$ cat config.mk
export PLATFORM = sky130hd
export DESIGN_NAME = huff_sym_histogram
export DESIGN_NICKNAME = d
export VERILOG_FILES = /design/src/rtl/huff_sym_histogram.sv
export SDC_FILE = /design/constraint.sdc
export NUM_CORES = 1
export LEC_CHECK = 0
export BUFFER_PORTS_ARGS = -buffer_cell sky130_fd_sc_hd__buf_2
export CAP_MARGIN = 30
export CORE_UTILIZATION = 55
export CTS_BUF_LIST = sky130_fd_sc_hd__clkbuf_4 sky130_fd_sc_hd__clkbuf_8
export DETAILED_ROUTE_END_ITERATION = 6
export GPL_TIMING_DRIVEN = 1
export PLACE_DENSITY = 0.72
export SLEW_MARGIN = 15
export SYNTH_ARGS = -nofsm -noshare
export SYNTH_HDL_FRONTEND = slang
export SYNTH_SLANG_ARGS = --single-unit
$ cat constraint.sdc
create_clock -name clk -period 8.3 [get_ports clk]
set_input_delay 2.075 -clock clk [delete_from_list [all_inputs] [get_ports clk]]
set_output_delay 2.075 -clock clk [all_outputs]
set_load 0.02 [all_outputs]
$ cat src/rtl/huff_sym_histogram.sv
// huff_sym_histogram: per-block symbol frequency counter with a sequential two-minimum scan
module huff_sym_histogram #(
   parameter int NUM_SYM   = 10,
   parameter int SYM_W     = 4,
   parameter int CNT_W     = 9,
   parameter int BLOCK_LEN = 256,
   parameter int IDX_W     = $clog2(NUM_SYM)
) (
   input  logic             clk,
   input  logic             rst,
   input  logic             start,
   input  logic [SYM_W-1:0] data_in,
   input  logic             data_valid,
   output logic             busy,
   output logic             count_done,
   output logic             scan_done,
   output logic             min_valid,
   output logic [IDX_W-1:0] min1_idx,
   output logic [IDX_W-1:0] min2_idx,
   output logic             min1_ok,
   output logic             min2_ok,
   output logic [15:0]      oor_cnt,
   input  logic [IDX_W-1:0] rd_addr,
   output logic [CNT_W-1:0] rd_data
);
   typedef enum logic [1:0] {IDLE, COUNT, SCAN, DONE} state_t;
   // minima carry an extra top bit so "empty" compares above every real count
   localparam logic [CNT_W:0] EMPTY = {1'b1, {CNT_W{1'b0}}};
   state_t           state_q;
   logic [CNT_W-1:0] cnt_q [NUM_SYM];
   logic [15:0]      oor_q, beat_q;
   logic [IDX_W-1:0] idx_q, m1i_q, m2i_q;
   logic [CNT_W:0]   m1v_q, m2v_q;
   logic [CNT_W-1:0] rd_q, cand;
   logic             scan_done_q, in_range, last_beat;
   logic [IDX_W-1:0] sym;
   always_comb begin
      sym       = IDX_W'(data_in);
      in_range  = 32'(data_in) < NUM_SYM;
      last_beat = state_q == COUNT && data_valid && beat_q == 16'(BLOCK_LEN - 1);
      cand      = cnt_q[idx_q];
   end
   always_ff @(posedge clk) begin
      if (rst) begin
         state_q     <= IDLE;
         for (int k = 0; k < NUM_SYM; k++) cnt_q[k] <= '0;
         oor_q       <= '0;
         beat_q      <= '0;
         idx_q       <= '0;
         m1i_q       <= '0;
         m2i_q       <= '0;
         m1v_q       <= EMPTY;
         m2v_q       <= EMPTY;
         rd_q        <= '0;
         scan_done_q <= 1'b0;
      end else begin
         rd_q        <= (32'(rd_addr) < NUM_SYM) ? cnt_q[rd_addr] : '0;
         scan_done_q <= 1'b0;
         case (state_q)
            IDLE, DONE: if (start) begin
               for (int k = 0; k < NUM_SYM; k++) cnt_q[k] <= '0;
               oor_q   <= '0;
               beat_q  <= '0;
               idx_q   <= '0;
               m1i_q   <= '0;
               m2i_q   <= '0;
               m1v_q   <= EMPTY;
               m2v_q   <= EMPTY;
               state_q <= COUNT;
            end
            COUNT: if (data_valid) begin
               beat_q <= beat_q + 16'd1;
               if (in_range) begin
                  if (cnt_q[sym] != '1) cnt_q[sym] <= cnt_q[sym] + CNT_W'(1);
               end else if (oor_q != '1) oor_q <= oor_q + 16'd1;
               if (last_beat) state_q <= SCAN;
            end
            SCAN: begin
               if (cand != '0) begin
                  if ({1'b0, cand} < m1v_q) begin
                     m2v_q <= m1v_q;
                     m2i_q <= m1i_q;
                     m1v_q <= {1'b0, cand};
                     m1i_q <= idx_q;
                  end else if ({1'b0, cand} < m2v_q) begin
                     m2v_q <= {1'b0, cand};
                     m2i_q <= idx_q;
                  end
               end
               idx_q <= idx_q + IDX_W'(1);
               if (idx_q == IDX_W'(NUM_SYM - 1)) begin
                  state_q     <= DONE;
                  scan_done_q <= 1'b1;
               end
            end
            default: state_q <= IDLE;
         endcase
      end
   end
   assign busy       = state_q == COUNT || state_q == SCAN;
   assign count_done = last_beat;
   assign scan_done  = scan_done_q;
   assign min_valid  = state_q == DONE;
   assign min1_ok    = ~m1v_q[CNT_W];
   assign min2_ok    = ~m2v_q[CNT_W];
   assign min1_idx   = min1_ok ? m1i_q : '0;
   assign min2_idx   = min2_ok ? m2i_q : '0;
   assign oor_cnt    = oor_q;
   assign rd_data    = rd_q;
endmodule

# Yosys cells after proc, flatten, opt, wreduce, memory -nomap -nowiden
# Memories as Yosys holds them, arrays and structs flattened. A register that Yosys moved wholly into a read port is not among the register bits.
# Index checks and enable logic that the tools add are counted.
# totals
ramBits	90
input_bits	12
memories	1
reg_bits	67
# memory_table
name	depth	word_bits	rd	rd_ports_with_merged_regs	wr	line_no	rtl
cnt_q	10	9	3	2	10	30	logic [CNT_W-1:0] cnt_q [NUM_SYM];
# classes
reduce_logical	17
n_mux	59
bitwise_logic	14
order_cmp	4
addsub	4
eq_ne	16
# op_table
operator	n
$mux W9	11
$mux W16	5
$pmux W16 S2	2
$mux W10	6
$mux W4	11
$pmux W10 S2	2
$add A16 B1 Y16 const B	2
$pmux W4 S2	3
$lt A9 B10 Y1	2
$eq A16 B8 Y1 const B	1
$ne A16 B16 Y1 const B	1
$ne A2 B2 Y1 const B	8
$mux W1	14
$reduce_and A4 Y1	3
$or A1 B1 Y1	10
$add A9 B1 Y9 const B	1
$ne A9 B9 Y1 const B	1
$reduce_bool A9 Y1	1
$reduce_or A9 Y1	1
$lt A4 B4 Y1 const B	2
$mux W2	4
$pmux W2 S3	1
$reduce_or A2 Y1	3
$reduce_and A5 Y1	1
other kinds (12)	18

# Logic depth before layout (Yosys ltp)
# An unclocked memory read counts as a cell.
# depth
ltp_word	10
mapped_depth	16
mapped_depth_nobuf	13

# Worst setup path after synthesis
# No wires, ideal clock.
# synth_path
kind	input to register
start	in data_in[0]
end	mem cnt_q[7][0], enable pin
t_arrival_ns	5.901
slack_ns	2.064
setup_ns	0.335
path_stages	12
n_path_buf	4
path_cell_list	buf_2 -> buf_2 -> buf_2 -> buf_2 -> mux4_2 -> mux4_2 -> and3_1 -> ha_1 -> or4_1 -> nor3b_1 -> nand3_1 -> nand2_1
# synth_lines
item	line_no	rtl
start: declaration	12	input logic [SYM_W-1:0] data_in,
end: declaration	30	

==> impl_results.md <==
- Status: finished clean
- CP Capture Type: flop
- Min Tclk post-route: 6.64 ns
- Post-Synthesis Cell Area: 11900 µm²
- IO buf count: 50
- Clock root cell: clkbuf_8
- Clock Power Share: 0.298
- First-pass GRT wire length: approximately 47000 µm
- Switch share: 0.338
- Pre-antenna DRT Iters: 5
- Post-synth EDFFs: between 100 and 150
- Combinational power share: 0.276
- Leakage: approximately 5.1 nW
- Routed via count: 8493
- Synthesized area per cell: 12.2 µm²
- Most frequent cells in the layout: nor2_1, edfxtp_1, mux4_2, dfxtp_1, nand2_1
- Int Pwr: 2.42 mW
- Setup slack at placement: 1.24 ns
- Clock sink count: approximately 220
- Post-route non-filler standard cell count: 1388
- Mapped Cells: roughly 980
- CP Data Required Time: 8.50 ns
- Max-cap violations: 0
- Antenna violations before repair: 1
- Die H: 149 µm
- Layout cells sized above 1: 0.213
- WL final: 30300 µm
- Startpoint Class: input pin
- Power, Total: 3.65 mW
- CTS Hold Bufs: 0
- Fin crit share: 0.800
- Pin count of the biggest net entering global routing: 56
- Cells after DPL: 1314
- Worst path cell trace: buf_2 > mux4_2 > mux4_2 > ha_1 > nand3_1 > nor2_1 > and3_1 > ha_1 > or4_1 > nor3b_1 > nand2_1 > nand2_1
- Crit-path max FO: 40
- NumNets Final: 1120
- #FFs+latches synth: 224
- Post-synthesis sequential area ratio: 0.497
- CP Class: input pin to flop
- RSZ-0062 raised after global routing: false
- CTS clk-pin slew, worst paths: 0.06 ns
- Worst slew pin tran: 1.06 ns
- Rel. slew slack: 0.291
- Row count: 53
- Final Hold Violating Endpoints: 0
- Post CTS Setup Buffer Count: 0
- P&R area growth vs syn: 13.0%
- GR Overflow Total: 0
- Die X: 149 µm
- Ys async rst share: 0
- DRC violations left: 0
- # resized after CTS: 0
- Reg power frac: 0.425
- Maximum VDD drop: approximately 0.14 mV
- Endpoints failing setup: 0
- R2r setup slk: 3.44 ns
- TritonCTS clock tree: built
- Routed vias/inst: 6.12
- Pwr dens: 271 nW/µm²
- Clock H-tree levels: 2
- Yosys Warn Count: 0
- Family with the most delay on the worst path: simple AND/OR/NAND/NOR gates
- Crit path max-delay cell type: buf_2
- CTS Buf Count: 39
- GRT Total Usage: 0.284
- Later-pin clock latency in the skew report: 0.56 ns
- Final Skew: 0.0342 ns
- Setup TNS: 0 ns
- Clock tree buffer depth: 3
- Critical path data arrival time: 6.84 ns
- Synth Flop Type: edfxtp_1
- Achievable Freq: around 150 MHz
- Netlist cell types: 58
- Vias in the first global route: 8377
- Max Slew Vio Count: 0
- DP HPWL: 21000 µm
- I/O pin total: 51
- 1st-iter DRT viols: approximately 790
- Crit path largest cell delay: around 0.77 ns
- Routed Antenna Nets: 0
- # diodes: 0
- Worst setup slack after layout: 1.66 ns
- Core Region: 21200 µm²
- Initial Util: 0.564
- Die area: 22300 µm²
- Commonest non-fill, non-tap cell in the layout: nor2_1
- Hold crit path type: flop to flop
- Net Switching: 1.24 mW
- Fill cells: 1662
- Routed len/inst: 21.8 µm
- WP buf/inv: 1
- Gpl congestion: approximately 0.91
## sequential cells by signal, summed over array words and instances, names as in the netlist, named ones only
signal     cells
m1i_q          4
state_q        2
rd_data        9
cnt_q        144
m1v_q         10
scan_done      1
beat_q        16
m2v_q         10
oor_cnt       16
m2i_q          4
idx_q          4
## power groups by stage
stage                     Combinational [mW]  Sequential [mW]  Clock (mW)
after global routing                    1.08             1.57        1.15
after CTS                               1.00             1.55        1.11
after detailed placement               0.996             1.57           0
after floorplan                        0.735             1.50           0
final                                   1.01             1.56        1.09
after global placement                 0.970             1.57           0
## layer usage
metal	vias up	part of all wire	global-route usage
li1	3844	-	-
met3	105	0.10	0.0697
met5	-	0.00030	0
met1	4123	0.38	0.363
met4	2	0.042	0.129
met2	419	0.47	0.456
## layout make-up
type / instances / area (µm²) / area share
clock buffer: 61 / 739 / 0.0549
clock inverter: 11 / 109 / 0.00808
inverter: 48 / 180 / 0.0134
multi-input combinational: 703 / 5760 / 0.427
sequential: 224 / 5930 / 0.440
tap: 275 / 344 / 0.0255
timing repair buffer: 66 / 415 / 0.0308
## synthesized netlist by cell type (10+ instances only)
cell type	instances	share of area
nand2_1	61	0.019
dfxtp_1	80	0.13
xor2_1	14	0.010
buf_2	18	0.0076
nand3_1	26	0.011
edfxtp_1	144	0.36
ha_1	26	0.027
inv_1	45	0.014
mux2i_1	59	0.050
a21oi_1	20	0.0084
and3_1	10	0.0052
nor2b_1	13	0.0068
clkbuf_1	26	0.0082
xnor2_1	15	0.011
nor2_1	159	0.050
o21ai_0	13	0.0055
nor3_1	13	0.0055
o32ai_1	13	0.0095
mux4_2	90	0.17
## logic make-up (layout without fill, tap and decap cells)
kind of cell / after synthesis / after routing / share of synthesized area
xor gates and xnor gates: 29 / 29 / 0.0213
muxes: 154 / 154 / 0.224
adders and majority gates: 26 / 26 / 0.0273
other: 1 / 54 / 0.000315
and+or+nand+nor: 320 / 320 / 0.119
DFF: 224 / 224 / 0.497
buffers and inverters: 104 / 186 / 0.0371
AOI/OAI and AO/OA: 120 / 120 / 0.0734
## stage by stage
step	utilization	hold slack (ns)	area [µm²]
after global placement	0.593	0.476	12600
after global routing	0.637	0.507	13500
after detailed placement	0.594	0.485	12600
after floorplan	-	0.460	12100
after CTS	0.634	0.493	13400
final	0.637	0.489	13500
## worst register-to-register path: stages, from the launching register on
cell and delay [ns]:
edfxtp_1 0.50, mux4_2 0.50, mux4_2 0.66, ha_1 0.31, nand3_1 0.14, nor2_1 0.09, and3_1 0.15, ha_1 0.16
or4_1 0.54, nor3b_1 0.64, nand2_1 0.39, nand2_1 0.43
## worst paths after layout
| kind | depth (start not counted) | endpoint | startpoint |
|---|---|---|---|
| min | 2 | m2v_q[0] | m2v_q[0] |
| max reg2reg | 11 | cnt_q[3][4] | cnt_q[7][0] |
| max | 12 | cnt_q[3][4] | data_in[1] |
| min reg2reg | 2 | m2v_q[0] | m2v_q[0] |
No activity file was read; power rests on OpenSTA's default activity.
